**src/rtl/writeback_arbiter.sv**
```systemverilog
// Writeback arbiter: merges ALU (FIFO-buffered) and load (hold register) results onto the
// register file write port. Optional bypass outputs are enabled by the WB_BYPASS_EN macro.
module writeback_arbiter #(
    parameter int ALU_FIFO_DEPTH = 2,
    parameter int STARVE_LIMIT   = 4
) (
    input  logic        clk,
    input  logic        reset,
    input  logic        alu_valid,
    input  logic [4:0]  alu_rd,
    input  logic [63:0] alu_data,
    output logic        alu_ready,
    input  logic        mem_valid,
    input  logic [4:0]  mem_rd,
    input  logic [63:0] mem_data,
    output logic        mem_ready,
    output logic        rf_reg_write,
    output logic [4:0]  rf_rd,
    output logic [63:0] rf_writedata,
    output logic [31:0] pending_mask
`ifdef WB_BYPASS_EN
    ,
    output logic        byp_valid,
    output logic [4:0]  byp_rd,
    output logic [63:0] byp_data
`endif
);

    localparam int PTR_W = $clog2(ALU_FIFO_DEPTH);
    localparam int CNT_W = PTR_W + 1;
    localparam int SC_W  = $clog2(STARVE_LIMIT + 1);

    logic [4:0]       fifo_rd_q   [ALU_FIFO_DEPTH];
    logic [4:0]       fifo_rd_d   [ALU_FIFO_DEPTH];
    logic [63:0]      fifo_data_q [ALU_FIFO_DEPTH];
    logic [63:0]      fifo_data_d [ALU_FIFO_DEPTH];
    logic [PTR_W-1:0] wptr_q, wptr_d, rptr_q, rptr_d;
    logic [CNT_W-1:0] count_q, count_d;
    logic             hold_valid_q, hold_valid_d;
    logic [4:0]       hold_rd_q, hold_rd_d;
    logic [63:0]      hold_data_q, hold_data_d;
    logic [SC_W-1:0]  starve_q, starve_d;
    logic             rf_reg_write_q, rf_reg_write_d;
    logic [4:0]       rf_rd_q, rf_rd_d;
    logic [63:0]      rf_writedata_q, rf_writedata_d;

    logic fifo_full_s, fifo_nonempty_s, starve_hit_s;
    logic grant_mem_s, grant_alu_s, alu_push_s, mem_load_s;
    logic [31:0] pend_s;

    // Distance of FIFO slot idx from the read pointer, wrapping at the FIFO depth.
    function automatic logic [PTR_W-1:0] slot_offset(input int idx, input logic [PTR_W-1:0] rptr);
        return PTR_W'(idx) - rptr;
    endfunction

    assign fifo_full_s     = (count_q == CNT_W'(ALU_FIFO_DEPTH));
    assign fifo_nonempty_s = (count_q != {CNT_W{1'b0}});
    assign starve_hit_s    = (starve_q == SC_W'(STARVE_LIMIT));
    assign grant_mem_s     = hold_valid_q & ~(fifo_nonempty_s & starve_hit_s);
    assign grant_alu_s     = fifo_nonempty_s & ~grant_mem_s;

    // A pop in the same cycle never frees a slot for the incoming ALU result.
    assign alu_ready  = ~fifo_full_s;
    assign mem_ready  = ~hold_valid_q | grant_mem_s;
    assign alu_push_s = alu_valid & ~fifo_full_s & (alu_rd != 5'd0);
    assign mem_load_s = mem_valid & mem_ready & (mem_rd != 5'd0);

    // ALU FIFO next state: circular buffer with occupancy count.
    always_comb begin
        fifo_rd_d   = fifo_rd_q;
        fifo_data_d = fifo_data_q;
        wptr_d      = wptr_q;
        rptr_d      = rptr_q;
        if (alu_push_s) begin
            fifo_rd_d[wptr_q]   = alu_rd;
            fifo_data_d[wptr_q] = alu_data;
            wptr_d              = wptr_q + PTR_W'(1);
        end else begin
            wptr_d = wptr_q;
        end
        if (grant_alu_s) begin
            rptr_d = rptr_q + PTR_W'(1);
        end else begin
            rptr_d = rptr_q;
        end
        case ({alu_push_s, grant_alu_s})
            2'b10:   count_d = count_q + CNT_W'(1);
            2'b01:   count_d = count_q - CNT_W'(1);
            default: count_d = count_q;
        endcase
    end

    // Hold register, starve counter and output register next state.
    always_comb begin
        hold_valid_d = hold_valid_q;
        hold_rd_d    = hold_rd_q;
        hold_data_d  = hold_data_q;
        if (mem_load_s) begin
            hold_valid_d = 1'b1;
            hold_rd_d    = mem_rd;
            hold_data_d  = mem_data;
        end else if (grant_mem_s) begin
            hold_valid_d = 1'b0;
        end else begin
            hold_valid_d = hold_valid_q;
        end

        if (!fifo_nonempty_s || grant_alu_s) begin
            starve_d = {SC_W{1'b0}};
        end else if (grant_mem_s && !starve_hit_s) begin
            starve_d = starve_q + SC_W'(1);
        end else begin
            starve_d = starve_q;
        end

        rf_reg_write_d = grant_mem_s | grant_alu_s;
        if (grant_mem_s) begin
            rf_rd_d        = hold_rd_q;
            rf_writedata_d = hold_data_q;
        end else if (grant_alu_s) begin
            rf_rd_d        = fifo_rd_q[rptr_q];
            rf_writedata_d = fifo_data_q[rptr_q];
        end else begin
            rf_rd_d        = rf_rd_q;
            rf_writedata_d = rf_writedata_q;
        end
    end

    // Control state registers with synchronous reset.
    always_ff @(posedge clk) begin
        if (reset) begin
            wptr_q         <= {PTR_W{1'b0}};
            rptr_q         <= {PTR_W{1'b0}};
            count_q        <= {CNT_W{1'b0}};
            hold_valid_q   <= 1'b0;
            hold_rd_q      <= 5'd0;
            hold_data_q    <= 64'd0;
            starve_q       <= {SC_W{1'b0}};
            rf_reg_write_q <= 1'b0;
            rf_rd_q        <= 5'd0;
            rf_writedata_q <= 64'd0;
        end else begin
            wptr_q         <= wptr_d;
            rptr_q         <= rptr_d;
            count_q        <= count_d;
            hold_valid_q   <= hold_valid_d;
            hold_rd_q      <= hold_rd_d;
            hold_data_q    <= hold_data_d;
            starve_q       <= starve_d;
            rf_reg_write_q <= rf_reg_write_d;
            rf_rd_q        <= rf_rd_d;
            rf_writedata_q <= rf_writedata_d;
        end
    end

    // FIFO payload storage; slot validity comes from the pointers, so no reset needed.
    always_ff @(posedge clk) begin
        fifo_rd_q   <= fifo_rd_d;
        fifo_data_q <= fifo_data_d;
    end

    // Pending-write mask over live FIFO slots, the hold entry and the output register.
    always_comb begin
        pend_s = 32'd0;
        for (int i = 0; i < ALU_FIFO_DEPTH; i++) begin
            pend_s = pend_s | ((CNT_W'(slot_offset(i, rptr_q)) < count_q) ?
                               (32'd1 << fifo_rd_q[i]) : 32'd0);
        end
        pend_s = pend_s | (hold_valid_q ? (32'd1 << hold_rd_q) : 32'd0)
                        | (rf_reg_write_q ? (32'd1 << rf_rd_q) : 32'd0);
    end

    assign pending_mask = pend_s;
    assign rf_reg_write = rf_reg_write_q;
    assign rf_rd        = rf_rd_q;
    assign rf_writedata = rf_writedata_q;

`ifdef WB_BYPASS_EN
    assign byp_valid = rf_reg_write_q & (rf_rd_q != 5'd0);
    assign byp_rd    = rf_rd_q;
    assign byp_data  = rf_writedata_q;
`endif

endmodule

```
**config.mk**
```make
export PLATFORM = sky130hd
export DESIGN_NAME = writeback_arbiter
export DESIGN_NICKNAME = d
export VERILOG_FILES = /design/src/rtl/writeback_arbiter.sv
export SDC_FILE = /design/constraint.sdc
export NUM_CORES = 1
export LEC_CHECK = 0
export ABC_AREA = 1
export CAP_MARGIN = 5
export CORE_UTILIZATION = 30
export CTS_CLUSTER_SIZE = 10
export DETAILED_ROUTE_END_ITERATION = 10
export PLACE_DENSITY_LB_ADDON = 0.05
export RECOVER_POWER = 25
export SLEW_MARGIN = 20
export SYNTH_ARGS = -nofsm -noshare
export SYNTH_HDL_FRONTEND = slang
export SYNTH_SLANG_ARGS = --single-unit
```
**constraint.sdc**
```tcl
create_clock -name clk -period 4.8 [get_ports clk]
set_clock_uncertainty 0.05 [all_clocks]
set_input_delay 0.96 -clock clk [delete_from_list [all_inputs] [get_ports clk]]
set_output_delay 0.96 -clock clk [all_outputs]
set_load 0.01 [all_outputs]
```
### Word level (Yosys, flattened, before mapping)

Index checks and enable logic that the tools add are counted.

| storage, ports and cells | value |
|---|---|
| input port bits | 142 |
| word-level logic and storage cells | 87 |
| output and inout bits | 104 |
| register bits after elaboration | 285 |

| cells by class | value |
|---|---|
| add/subtract/negate cells | 7 |
| reductions and logical operators | 12 |
| bitwise logic cells | 18 |
| muxes and demuxes | 23 |
| magnitude comparators | 5 |
| shifts and indexed selects | 4 |
| equality and inequality tests | 4 |

Operators with widths:

| kind | number |
|---|---|
| $mux 64 | 6 |
| $bwmux 128 | 1 |
| $mux 32 | 4 |
| $shl 1x5->32 const A | 4 |
| $or 32x32->32 | 3 |
| $demux 64 s1 | 1 |
| $mux 5 | 6 |
| $bwmux 10 | 1 |
| $reduce_bool 5->1 | 2 |
| $reduce_bool 2->1 | 4 |
| $and 1x1->1 | 7 |
| $demux 5 s1 | 1 |
| $eq 2x2->1 const B | 2 |
| $ge 2x2->1 const B | 2 |
| $lt 1x2->1 | 2 |
| $not 1->1 | 4 |
| $not 1->2 | 2 |
| $pmux 2 s2 | 1 |
| $add 3x1->3 const B | 1 |
| $eq 3x3->1 const B | 1 |
| $add 1x1->1 const B | 2 |
| $add 2x1->2 const B | 1 |
| $eq 2x1->1 const B | 1 |
| $logic_and 1x1->1 | 2 |
| 8 further kinds | 12 |

### Logic depth before layout (Yosys ltp)

Gate-level depths: netlist (run 1).

| logic depth | value |
|---|---|
| depth after elaboration | 8 |
| gate-level depth with buffers | 11 |
| gate-level depth less buffers | 10 |

### Least setup slack after synthesis (run 1)

Ideal clock, no wire load.

| timing | value |
|---|---|
| kind | in2reg |
| start point | input alu_valid |
| end point | register fifo_data_q[0] (netlist name) (enable) |
| slack | 130 ps |
| library setup time | 498 ps |
| buffers on the path | 0 |
| arrival | 4122 ps |
| stages on the path | 3 |
| data required time | 4252 ps |
| cells stage by stage | nand2_1 o21bai_1 nor2_1 |

| on the way | value |
|---|---|
| word-level cells in the longest chain between the ends | 2 |

Ends and longest elaborated chain:

| element | line | source |
|---|---|---|
| start: declaration | 9 | `input logic alu_valid,` |
| $and 1x1->1 (2 in a row) | 65 | `assign alu_push_s = alu_valid & ~fifo_full_s & (alu_rd != 5'd0);` |
| end signal: assignment | 159 | `fifo_data_q <= fifo_data_d;` |
| end: declaration | 35 | `logic [63:0] fifo_data_q [ALU_FIFO_DEPTH];` |

Every way passes these cells.
A chain may end at the register's enable or synchronous reset.

### Final worst setup path (run 1)

| timing | value |
|---|---|
| start point | register rptr_q |
| end point | output pending_mask[21] |

| on the way | value |
|---|---|
| word-level cells in the longest chain between the ends | 6 |
| elaborated cells between the ends (all ways) | 9 |
| classes of those cells | add/sub: 2; order compare: 2; mux: 2; bitwise: 3 |

Ends and longest elaborated chain:

| element | line | source |
|---|---|---|
| start: declaration | 37 | `logic [PTR_W-1:0] wptr_q, wptr_d, rptr_q, rptr_d;` |
| start signal: assignment | 133 | `rptr_q <= {PTR_W{1'b0}};` |
| start signal: assignment | 144 | `rptr_q <= rptr_d;` |
| $sub 1x1->1 | 53 | `return PTR_W'(idx) - rptr;` |
| $lt 1x2->1 | 166 | `pend_s = pend_s \| ((CNT_W'(slot_offset(i, rptr_q)) < count_q) ?` |
| $mux 32 | 166 |  |
| $or 32x32->32 (*) | 166 |  |
| $or 32x32->32 (*) | 169 | `pend_s = pend_s \| (hold_valid_q ? (32'd1 << hold_rd_q) : 32'd0)` |
| $or 32x32->32 (*) | 170 | `\| (rf_reg_write_q ? (32'd1 << rf_rd_q) : 32'd0);` |
| end: declaration | 20 | `output logic [31:0] pending_mask` |

Mark *: on every way between the ends. The rest lies on a longest branch, timed or not.

==> results of run 1 <==
routing by layer:
| layer | GRT usage, % | wire (um) | up-vias |
|---|---|---|---|
| li1 | - | - | 6004 |
| met1 | 24.0 | 19700 | 5446 |
| met2 | 32.3 | 20400 | 263 |
| met3 | 3.28 | 2010 | 67 |
| met4 | 5.71 | 1010 | 4 |
| met5 | 0 | 27 | - |
report_power, final:
| part | switching (W) | leakage, nW | internal [W] |
|---|---|---|---|
| registers | 0.000267 | 2.50 | 0.00293 |
| logic | 0.00125 | 5.14 | 0.000804 |
| clock network | 0.00104 | 0.529 | 0.00150 |
cell type report:
| class | count | area, sq um |
|---|---|---|
| inverter | 369 | 1390 |
| clock inverter | 8 | 97.6 |
| antenna | 1 | 2.50 |
| sequential | 285 | 7090 |
| tap | 592 | 741 |
| multi-input combinational | 1069 | 4650 |
| clock buffer | 56 | 1010 |
| fill | 4640 | 26700 |
| timing repair buffer | 263 | 2600 |
worst max-delay path, stage by stage (launching register included):
cell and delay [ps]:
dfxtp_4 710, a21oi_1 210, nor2_2 720, nand2_1 130, nand4_1 140, clkdlybuf4s50_1 540
placed cells by master, fill, tap and decap left out, drive strengths merged:
cell / count
clkinv: 9
nor2: 165
edfxtp: 138
nand3: 106
a21oi: 6
dfxtp: 147
nand2: 601
xnor2: 1
inv: 367
clkbuf: 56
a31oi: 1
dlygate4sd3: 66
bufinv: 1
nor3: 2
ha: 3
nand4: 101
o21bai: 1
nor4: 6
or2: 2
diode: 1
buf: 19
o21ai: 74
clkdlybuf4s50: 178
worst min path at each step:
stage	startpoint	to	slack [ps]	cells after the start
final	starve_q[0]	starve_q[0]	390	1
after detailed placement	starve_q[0]	starve_q[0]	390	1
after CTS	starve_q[0]	starve_q[0]	400	1
after global placement	starve_q[0]	starve_q[0]	380	1
after global routing	starve_q[0]	starve_q[0]	420	1
after floorplan	starve_q[0]	starve_q[0]	370	1
through the flow:
step,power (W),utilization [%],worst slack (ps),hold slack (ps),cells
floorplan,0.00438,-,130,367,1820
global placement,0.00535,37.2,1360,382,2578
detailed placement,0.00537,37.2,1290,391,2578
CTS,0.00799,39.7,669,399,2642
global route,0.00830,39.7,524,420,2642
finish,0.00780,39.7,771,394,2643
sequential cells by signal, indices dropped and copies added, names as in the netlist:
name and count:
fifo_data_q 128, hold_data_q 64, rf_writedata 64, fifo_rd_q 10, hold_rd_q 5, rf_rd 5, starve_q 3, count_q 2
hold_valid_q 1, rf_reg_write 1, rptr_q 1, wptr_q 1
kinds of logic (layout without fill, tap and decap cells):
group,Yosys count,count (layout)
buffers and inverters,466,696
DFF,285,285
xor gates and xnor gates,1,1
other,0,1
AOI/OAI and AO/OA,82,82
and+or+nand+nor,983,983
adders and majority gates,3,3
==> summary.txt, run 1 <==
Timing
  – Total Neg Setup Slack: 0 ps
  – Slew @ Worst Pin: 1000 ps
  – Tmin final: 4030 ps
  – Final period util: 83.9%
  – Hold Vio Cnt, Final: 0
  – Count of final setup violators: 0
  – Peak Freq: 0.248 GHz
  – Rel. slew slack: 32.9%
  – Final Slew Violations: 0
  – RSZ-0062 raised after global routing: false

Yosys
  – Post-synth net total: roughly 2000
  – Top-count cell post-synth: nand2_1
  – Mapped Area: between 10000 and 15000 sq um
  – Area contributors post-synth: edfxtp_1 (31%), dfxtp_1 (22%), nand2_1 (17%), inv_1 (10%), nand4_1 (4.7%)
  – Synth Warn #: 0
  – XOR/XNOR Fraction of Synth Area: 0.0649%
  – Synth top cells by count: nand2_1 (600), inv_1 (365), nor2_1 (159)
  – Post-synthesis sequential area ratio: 52.5%
  – Post-synth EDFFs: 138
  – Adder-cell share of the synthesized area: 0.278%
  – Mean area per synthesized cell: 7.42 sq um
  – Largest family of logic cells by synthesized area: simple AND/OR/NAND/NOR gates
  – Ys flop type: dfxtp_1
  – Async S/R FF share, synth: 0%
  – Synth top area share: 30.7%
  – Largest area contributor in the netlist: edfxtp_1
  – Synth unique cells: 29
  – Post-Synth Simple-Gate Area: 30.6%
  – Synthesized instance count: 1820
  – Post-synthesis mux area share: 0%
  – Post-synthesis compound-gate area fraction: 3.09%
  – #FFs+latches synth: between 200 and 300

Worst setup path
  – Critical path peak fanout: between 50 and 60
  – R2r startpoint: count_q[0]
  – Crit Path Class: flop to output pin
  – Critical Path Source: rptr_q
  – Startpoint Class: flop
  – Worst setup EP type: output pin
  – Arrival @ worst endpoint: 3020 ps
  – Crit path required time: between 3000 and 4000 ps
  – R2R cell count: 6
  – Reg2reg end: fifo_data_q[124]
  – End point of the critical path: pending_mask[21]
  – Register-to-register setup slack: ~2300 ps

Routing
  – Pre-antenna DRT Iters: 5
  – Drt total wl: between 40000 and 50000 um
  – Initial DRC Count: 689
  – Routed vias/inst: 4.46
  – Remaining DRCs: 0
  – DR WL/cell: 16.3 um
  – Antenna Nets Post-Route: 0
  – Via count: 11784

Flow run
  – Max-capacitance violation count: 0

GRT
  – Largest net degree at the start of global routing: 85
  – Overflow after GRT: 0
  – Initial antenna violation count: 2
  – Number of global-route vias before repair: about 12000
  – First-pass GRT wire length: roughly 67000 um
  – Gr usage total: 18.8%

Power and ir drop
  – Worst VDD drop: 252 uV
  – Power Density: 444 nW/um^2
  – Leak: 8.17 nW

CTS
  – CTS tree: yes
  – Clock Sinks: 285
  – Hold-fix buffers, CTS: 0
  – Worst skew pair latency: roughly 550 ps
  – Post-CTS Setup Inserts: 0
  – Total CTS buffers: 36
  – Clock transition at path regs: ~60 ps
  – Cts repair resizes: 0
  – Maximum clock path buffer count: 3
  – H-tree levels: 2
  – CTS root buf: clkbuf_16

Floorplan
  – Die Width: around 210 um
  – Core area: between 40000 and 50000 sq um
  – I/O pin cnt: 246
  – Row Count: 77
  – Starting density of the core: 30.5%
  – Die Y: 214 um
  – Die Area: about 46000 sq um

Layout
  – Area Growth Syn to Fin: 30.1%
  – Nets: 2169
  – Share of cells above drive strength 1: 3.80%
  – Post-route cell area: between 15000 and 20000 sq um

Min path
  – Hold Crit Class: flop to flop

Status
  – Status: completed

Place
  – Detailed placer's ending HPWL: 27800 um
  – # port buffers: around 250
  – Dpl cell area: 16500 sq um
  – Routability Congestion: 0.864
No activity file was read; power rests on OpenSTA's default activity.
==> inputs of run 2 (changes only) <==
- clock period: 4.8 -> 4.1 ns (I/O delays scaled with it)
==> run 2 against run 1 <==
Sequential share of layout area shrank 0.14 points. Hold slack better by 11 ps. Routed wire length is 2.8% higher. Sequential power is 15% higher. Clock-buffer cell count up 3. Via count increased by 1.0%. Die area stayed put. Core utilization up 0.14 points. Non-clock buffer count rose by 5. Critical path depth is 2 higher. Critical endpoint is now pending_mask[5]. Largest power group unchanged.
==> summary.txt, run 2 (synthesis results as in run 1) <==
Layout
  – Commonest non-fill, non-tap cell in the layout: nand2_1
  – # fillers: 4702 (+1.3%)
  – Max reg flops: 128 (unchanged)
  – Finished Layout Cells: 2650 (+0.26%)
  – Multi-input logic area: 4650 sq um (unchanged)
  – Area Growth Syn to Fin: 30.6%
  – Sequential cell area: 7090 sq um (unchanged)
  – Share of cells above drive strength 1: 4.09% (+0.28 points)
  – Register with the most flip-flops: fifo_data_q
  – Nets: 2175 (+0.28%)
  – Most frequent cells in the layout: nand2_1 (600), inv_1 (365), clkdlybuf4s50_1 (178)

Routing
  – Initial DRC Count: 581 (-16%)
  – Antenna Nets Post-Route: 0 (unchanged)
  – Metal2 WL: 21100 um (+3.6%)
  – Met3 wire len: 2180 um (+8.4%)
  – Drt total wl: 44300 um (+2.8%)
  – Remaining DRCs: 0 (unchanged)
  – DR WL/cell: 16.7 um (+2.6%)
  – Via count: 11906 (+1.0%)
  – Routed vias/inst: 4.49 (+0.77%)
  – Pre-antenna DRT Iters: 5 (unchanged)
  – M1 wire length: 20100 um (+2.1%)
  – Top Layer Used: met5

GRT
  – Number of global-route vias before repair: 11847 (+0.59%)
  – Gr usage total: 19.3% (+0.52 points)
  – First-pass GRT wire length: 68600 um (+2.3%)
  – Largest net degree at the start of global routing: 82 (-3.5%)
  – Overflow after GRT: 0 (unchanged)
  – Initial antenna violation count: 7 (+5)

Floorplan
  – Die Area: 45900 sq um (unchanged)
  – Starting density of the core: 30.5% (unchanged)
  – Die Width: 214 um (unchanged)
  – Die Y: 214 um (unchanged)
  – Row Count: 77 (unchanged)
  – Core area: 44300 sq um (unchanged)
  – I/O pin cnt: 246 (unchanged)

CTS
  – CTS tree: yes
  – Clock Sinks: 285 (unchanged)
  – Total CTS buffers: 37 (+2.8%)
  – Cts repair resizes: 0 (unchanged)
  – Hold-fix buffers, CTS: 0 (unchanged)
  – H-tree levels: 2 (unchanged)
  – Post-CTS Setup Inserts: 0 (unchanged)
  – Clock transition at path regs: 50 ps (about the same)
  – Worst skew pair latency: 550 ps (about the same)
  – Maximum clock path buffer count: 3 (unchanged)
  – CTS root buf: clkbuf_16

Power and ir drop
  – Leak: 8.20 nW (+0.39%)
  – NetSw: 0.00302 W (+18%)
  – Clock share of power: 32.5% (-0.2 points)
  – Sequential power share: 40.0% (-1.0 points)
  – Comb power frac: 27.5% (+1.1 points)
  – Power Density: 520 nW/um^2 (+17%)
  – Worst VDD drop: 359 uV (+42%)
  – P_int: 0.00615 W (+17%)
  – Switching share of power: 32.9% (+0.11 points)

Worst setup path
  – Crit Path Class: flop to output pin
  – Register-to-register setup slack: 1680 ps (-580 ps)
  – Worst setup EP type: output pin
  – Startpoint Class: flop
  – Critical path peak fanout: 11 (-81%)
  – Crit path required time: 3230 ps (-560 ps)
  – Arrival @ worst endpoint: 2600 ps (-420 ps)

Place
  – # port buffers: 245 (unchanged)
  – Placed cell count: 2583 (+0.19%)
  – Detailed placer's ending HPWL: 27900 um (+0.37%)
  – Routability Congestion: 0.845 (-2.2%)

Timing
  – Slew @ Worst Pin: 992 ps (-11.7 ps)
  – Final Slew Violations: 0 (unchanged)
  – Tmin final: ~3500 ps
  – Rel. slew slack: 33.8% (+0.94 points)
  – Hold Vio Cnt, Final: 0 (unchanged)
  – Final period util: 84.6%
  – Count of final setup violators: 0 (unchanged)
  – RSZ-0062 raised after global routing: false
  – Total Neg Setup Slack: 0 ps (unchanged)
  – Peak Freq: 0.288 GHz

Min path
  – Hold Crit Class: flop to flop

Status
  – Status: completed

Flow run
  – Max-capacitance violation count: 0 (unchanged)
## run 2: cell types whose count changed in the layout (fill, tap and decap cells not counted), sizes merged
cell,before,now
clkbuf,56,59
clkinvlp,0,1
bufinv,1,0
clkinv,9,7
diode,1,2
buf,19,24
## run 2: final timing paths
| check | from | cells past startpoint | end |
|---|---|---|---|
| setup / recovery | count_q[0] | 7 | pending_mask[5] |
| hold / removal | starve_q[0] | 1 | starve_q[0] |
| setup reg to reg | rptr_q | 7 | rf_rd[3] |
| hold reg to reg | starve_q[0] | 1 | starve_q[0] |
## run 2: stage by stage
stage | hold WS, ps | power (W) | utilization, % | setup slack [ps] | instance area [sq um]
global route | 425 | 0.00976 | 39.8 | 399 | 17600
floorplan | 367 | 0.00512 | - | 720 | 13500
CTS | 408 | 0.00937 | 39.8 | 576 | 17600
finish | 405 | 0.00918 | 39.8 | 630 | 17600
global placement | 380 | 0.00632 | 37.3 | 976 | 16500
detailed placement | 396 | 0.00633 | 37.3 | 983 | 16500
## run 2: metal layers
layer  GRT usage (%)  vias to the layer above
met4            6.31                        8
met5               0                        -
met1            24.5                     5532
li1                -                     6028
met2            33.1                      279
met3            3.60                       59
## run 2: critical path, cell delays in order, from the launching register on
cell and delay, ps:
dfxtp_1 430, inv_1 120, o21ai_1 170, nand2_1 180, inv_1 410, nand2_1 90, nand4_1 110, clkdlybuf4s50_1 560
## run 2: power by group through the flow
stage / Sequential, W / Combinational, W / Clock, W
4_1_cts: 0.00368 / 0.00260 / 0.00308
5_1_grt: 0.00372 / 0.00285 / 0.00319
6_report: 0.00367 / 0.00253 / 0.00298
3_5_place_dp: 0.00374 / 0.00259 / 0
2_1_floorplan: 0.00374 / 0.00139 / 0
3_3_place_gp: 0.00374 / 0.00258 / 0
## run 2: area by class of cell
class	instances	share of cell area, %
flip-flops and latches	285	40.2
multi-input cells	1069	26.4
well taps	592	4.20
inverters	369	7.87
repair buffers	268	15.1
clock buffers	59	6.01
diodes	2	0.0284
clock inverters	6	0.227
==> inputs of run 3 (changes only) <==
- clock period: 4.1 -> 3.4 ns (I/O delays scaled with it)
==> run 3 against run 2 <==
First-iteration DRC count increased by 2.6%. Worst setup slack got worse by 470 ps. Routed wire length decreased by 1.1%. Sequential cell count unchanged. Largest cell class unchanged. Critical endpoint is now pending_mask[1]. Sequential power increased by 21%. Combinational power increased by 21%. Hold slack about the same. Clock-buffer cell count unchanged.
==> summary.txt, run 3 (synthesis results as in run 1) <==
Worst setup path
  – Crit Path Class: flop to output pin
  – Worst setup EP type: output pin
  – Register-to-register setup slack: 1080 ps (-600 ps)
  – Crit path required time: 2670 ps (-560 ps)
  – Arrival @ worst endpoint: 2510 ps (-90 ps)
  – Startpoint Class: flop
  – R2r startpoint: rptr_q
  – Reg2reg end: rf_writedata[35]
  – R2R cell count: 7 (unchanged)
  – Critical path peak fanout: 11 (unchanged)

Routing
  – Antenna Nets Post-Route: 0 (unchanged)
  – Remaining DRCs: 0 (unchanged)
  – Pre-antenna DRT Iters: 5 (unchanged)
  – DR WL/cell: 16.5 um (-1.3%)
  – Via count: 11919 (+0.11%)
  – Drt total wl: 43800 um (-1.1%)
  – Routed vias/inst: 4.49 (about the same)
  – Initial DRC Count: 596 (+2.6%)

Power and ir drop
  – Tot Pwr: 0.0111 W (+21%)
  – Clock share of power: 32.6% (about the same)
  – P_int: 0.00747 W (+21%)
  – Switching share of power: 32.8% (-0.11 points)
  – NetSw: 0.00365 W (+21%)
  – Worst VDD drop: 339 uV (-5.5%)
  – Leak: 8.22 nW (+0.23%)
  – Sequential power share: 39.8% (-0.2 points)
  – Power Density: 627 nW/um^2 (+20%)
  – Comb power frac: 27.6% (about the same)

Layout
  – Finished Layout Cells: 2655 (+0.19%)
  – # fillers: 4605 (-2.1%)
  – Share of cells above drive strength 1: 4.70% (+0.62 points)
  – Commonest non-fill, non-tap cell in the layout: nand2_1
  – Area Growth Syn to Fin: 31.3%
  – Nets: 2181 (+0.28%)
  – Max reg flops: 128 (unchanged)
  – Register with the most flip-flops: fifo_data_q
  – Most frequent cells in the layout: nand2_1 (600), inv_1 (361), clkdlybuf4s50_1 (178)

CTS
  – CTS tree: yes
  – Total CTS buffers: 37 (unchanged)
  – Clock transition at path regs: 60 ps (about the same)
  – H-tree levels: 2 (unchanged)
  – Maximum clock path buffer count: 3 (unchanged)
  – CTS root buf: clkbuf_16
  – Worst skew pair latency: 540 ps (about the same)
  – Clock Sinks: 285 (unchanged)

Timing
  – Rel. slew slack: 35.1% (+1.3 points)
  – RSZ-0062 raised after global routing: false
  – Hold Vio Cnt, Final: 0 (unchanged)
  – Tmin final: 3240 ps
  – Final Slew Violations: 0 (unchanged)
  – Count of final setup violators: 0 (unchanged)
  – Slew @ Worst Pin: 973 ps (-18.8 ps)
  – Hold WS: 405 ps (+0.286 ps)
  – Peak Freq: 0.308 GHz
  – Final period util: 95.4%
  – Total Neg Setup Slack: 0 ps (unchanged)

Floorplan
  – Die Area: 45900 sq um (unchanged)
  – Die Y: 214 um (unchanged)
  – Core area: 44300 sq um (unchanged)
  – Row Count: 77 (unchanged)
  – Starting density of the core: 30.5% (unchanged)
  – Die Width: 214 um (unchanged)
  – I/O pin cnt: 246 (unchanged)

GRT
  – Gr usage total: 19.2% (-0.15 points)
  – Number of global-route vias before repair: 11857 (+0.084%)
  – Largest net degree at the start of global routing: 95 (+16%)
  – Initial antenna violation count: 6 (-1)
  – Overflow after GRT: 0 (unchanged)
  – First-pass GRT wire length: 68700 um (+0.22%)

Min path
  – Min-Delay Endpoint: starve_q[0]
  – Hold Crit Class: flop to flop
  – Worst Hold Launch: starve_q[0]
  – Worst Hold Depth: 1 (unchanged)

Place
  – Placed cell count: 2589 (+0.23%)
  – Routability Congestion: 0.892 (+5.5%)
  – Detailed placer's ending HPWL: 28000 um (+0.51%)
  – # port buffers: 245 (unchanged)

Status
  – Status: completed

Flow run
  – Max-capacitance violation count: 0 (unchanged)
[run 3: changes by cell type in the layout (fill, tap and decap cells not counted), sizes merged]
| cell | before | now |
|---|---|---|
| clkinvlp | 1 | 4 |
| inv | 367 | 364 |
| buf | 24 | 30 |
| diode | 2 | 1 |
[run 3: cell type report]
class | instances | area (sq um) | area share, %
sequential | 285 | 7090 | 40.0
timing repair buffer | 274 | 2730 | 15.4
clock inverter | 6 | 43.8 | 0.247
tap | 592 | 741 | 4.18
clock buffer | 59 | 1070 | 6.03
multi-input combinational | 1069 | 4650 | 26.2
inverter | 369 | 1400 | 7.91
antenna | 1 | 2.50 | 0.0141
[run 3: how the worst max path moves through the flow]
stage                from  cells after the start          endpoint
6_report       count_q[0]                      7   pending_mask[1]
5_1_grt        count_q[0]                      7  pending_mask[13]
4_1_cts        count_q[0]                      7  pending_mask[10]
3_5_place_dp   count_q[0]                      7  pending_mask[10]
3_3_place_gp   count_q[0]                      7  pending_mask[17]
2_1_floorplan   alu_valid                      3    fifo_data_q[0]
[run 3: critical path, stage by stage (launching register included)]
cell             delay [ps]
dfxtp_1                 440
inv_1                   120
o21ai_1                 180
nand2_1                 220
clkinvlp_4              290
nand2_1                  80
nand4_1                 110
clkdlybuf4s50_1         550
[run 3: repair_timing]
action | 4_1_cts | 5_1_grt
setup endpoints to repair | 0 | 23
hold buffers | 0 | 0
gates resized for setup | 0 | 4
buffers inserted | 0 | 0
[run 3: per-layer routing]
layer  vias to the layer above  part of all wire, %  global-route usage [%]
met1                      5545                   46                    25.1
met3                        56                  5.0                    3.63
li1                       6033                    -                       -
met4                         4                  1.9                    5.60
met5                         -                0.037                       0
met2                       281                   47                    32.1
[run 3: per-stage QoR]
stage | worst slack [ps] | area, sq um | utilization, %
finish | 155 | 17700 | 40.0
CTS | 34.7 | 17700 | 40.0
global route | 40.9 | 17700 | 40.0
detailed placement | 617 | 16600 | 37.5
global placement | 586 | 16600 | 37.5
floorplan | 160 | 13500 | -
[run 3: power by group through the flow]
stage               Combinational (W)  Clock (W)  Sequential [W]
CTS                           0.00316    0.00376         0.00444
detailed placement            0.00314          0         0.00450
global placement              0.00312          0         0.00449
finish                        0.00307    0.00362         0.00443
floorplan                     0.00167          0         0.00451
global route                  0.00346    0.00389         0.00448
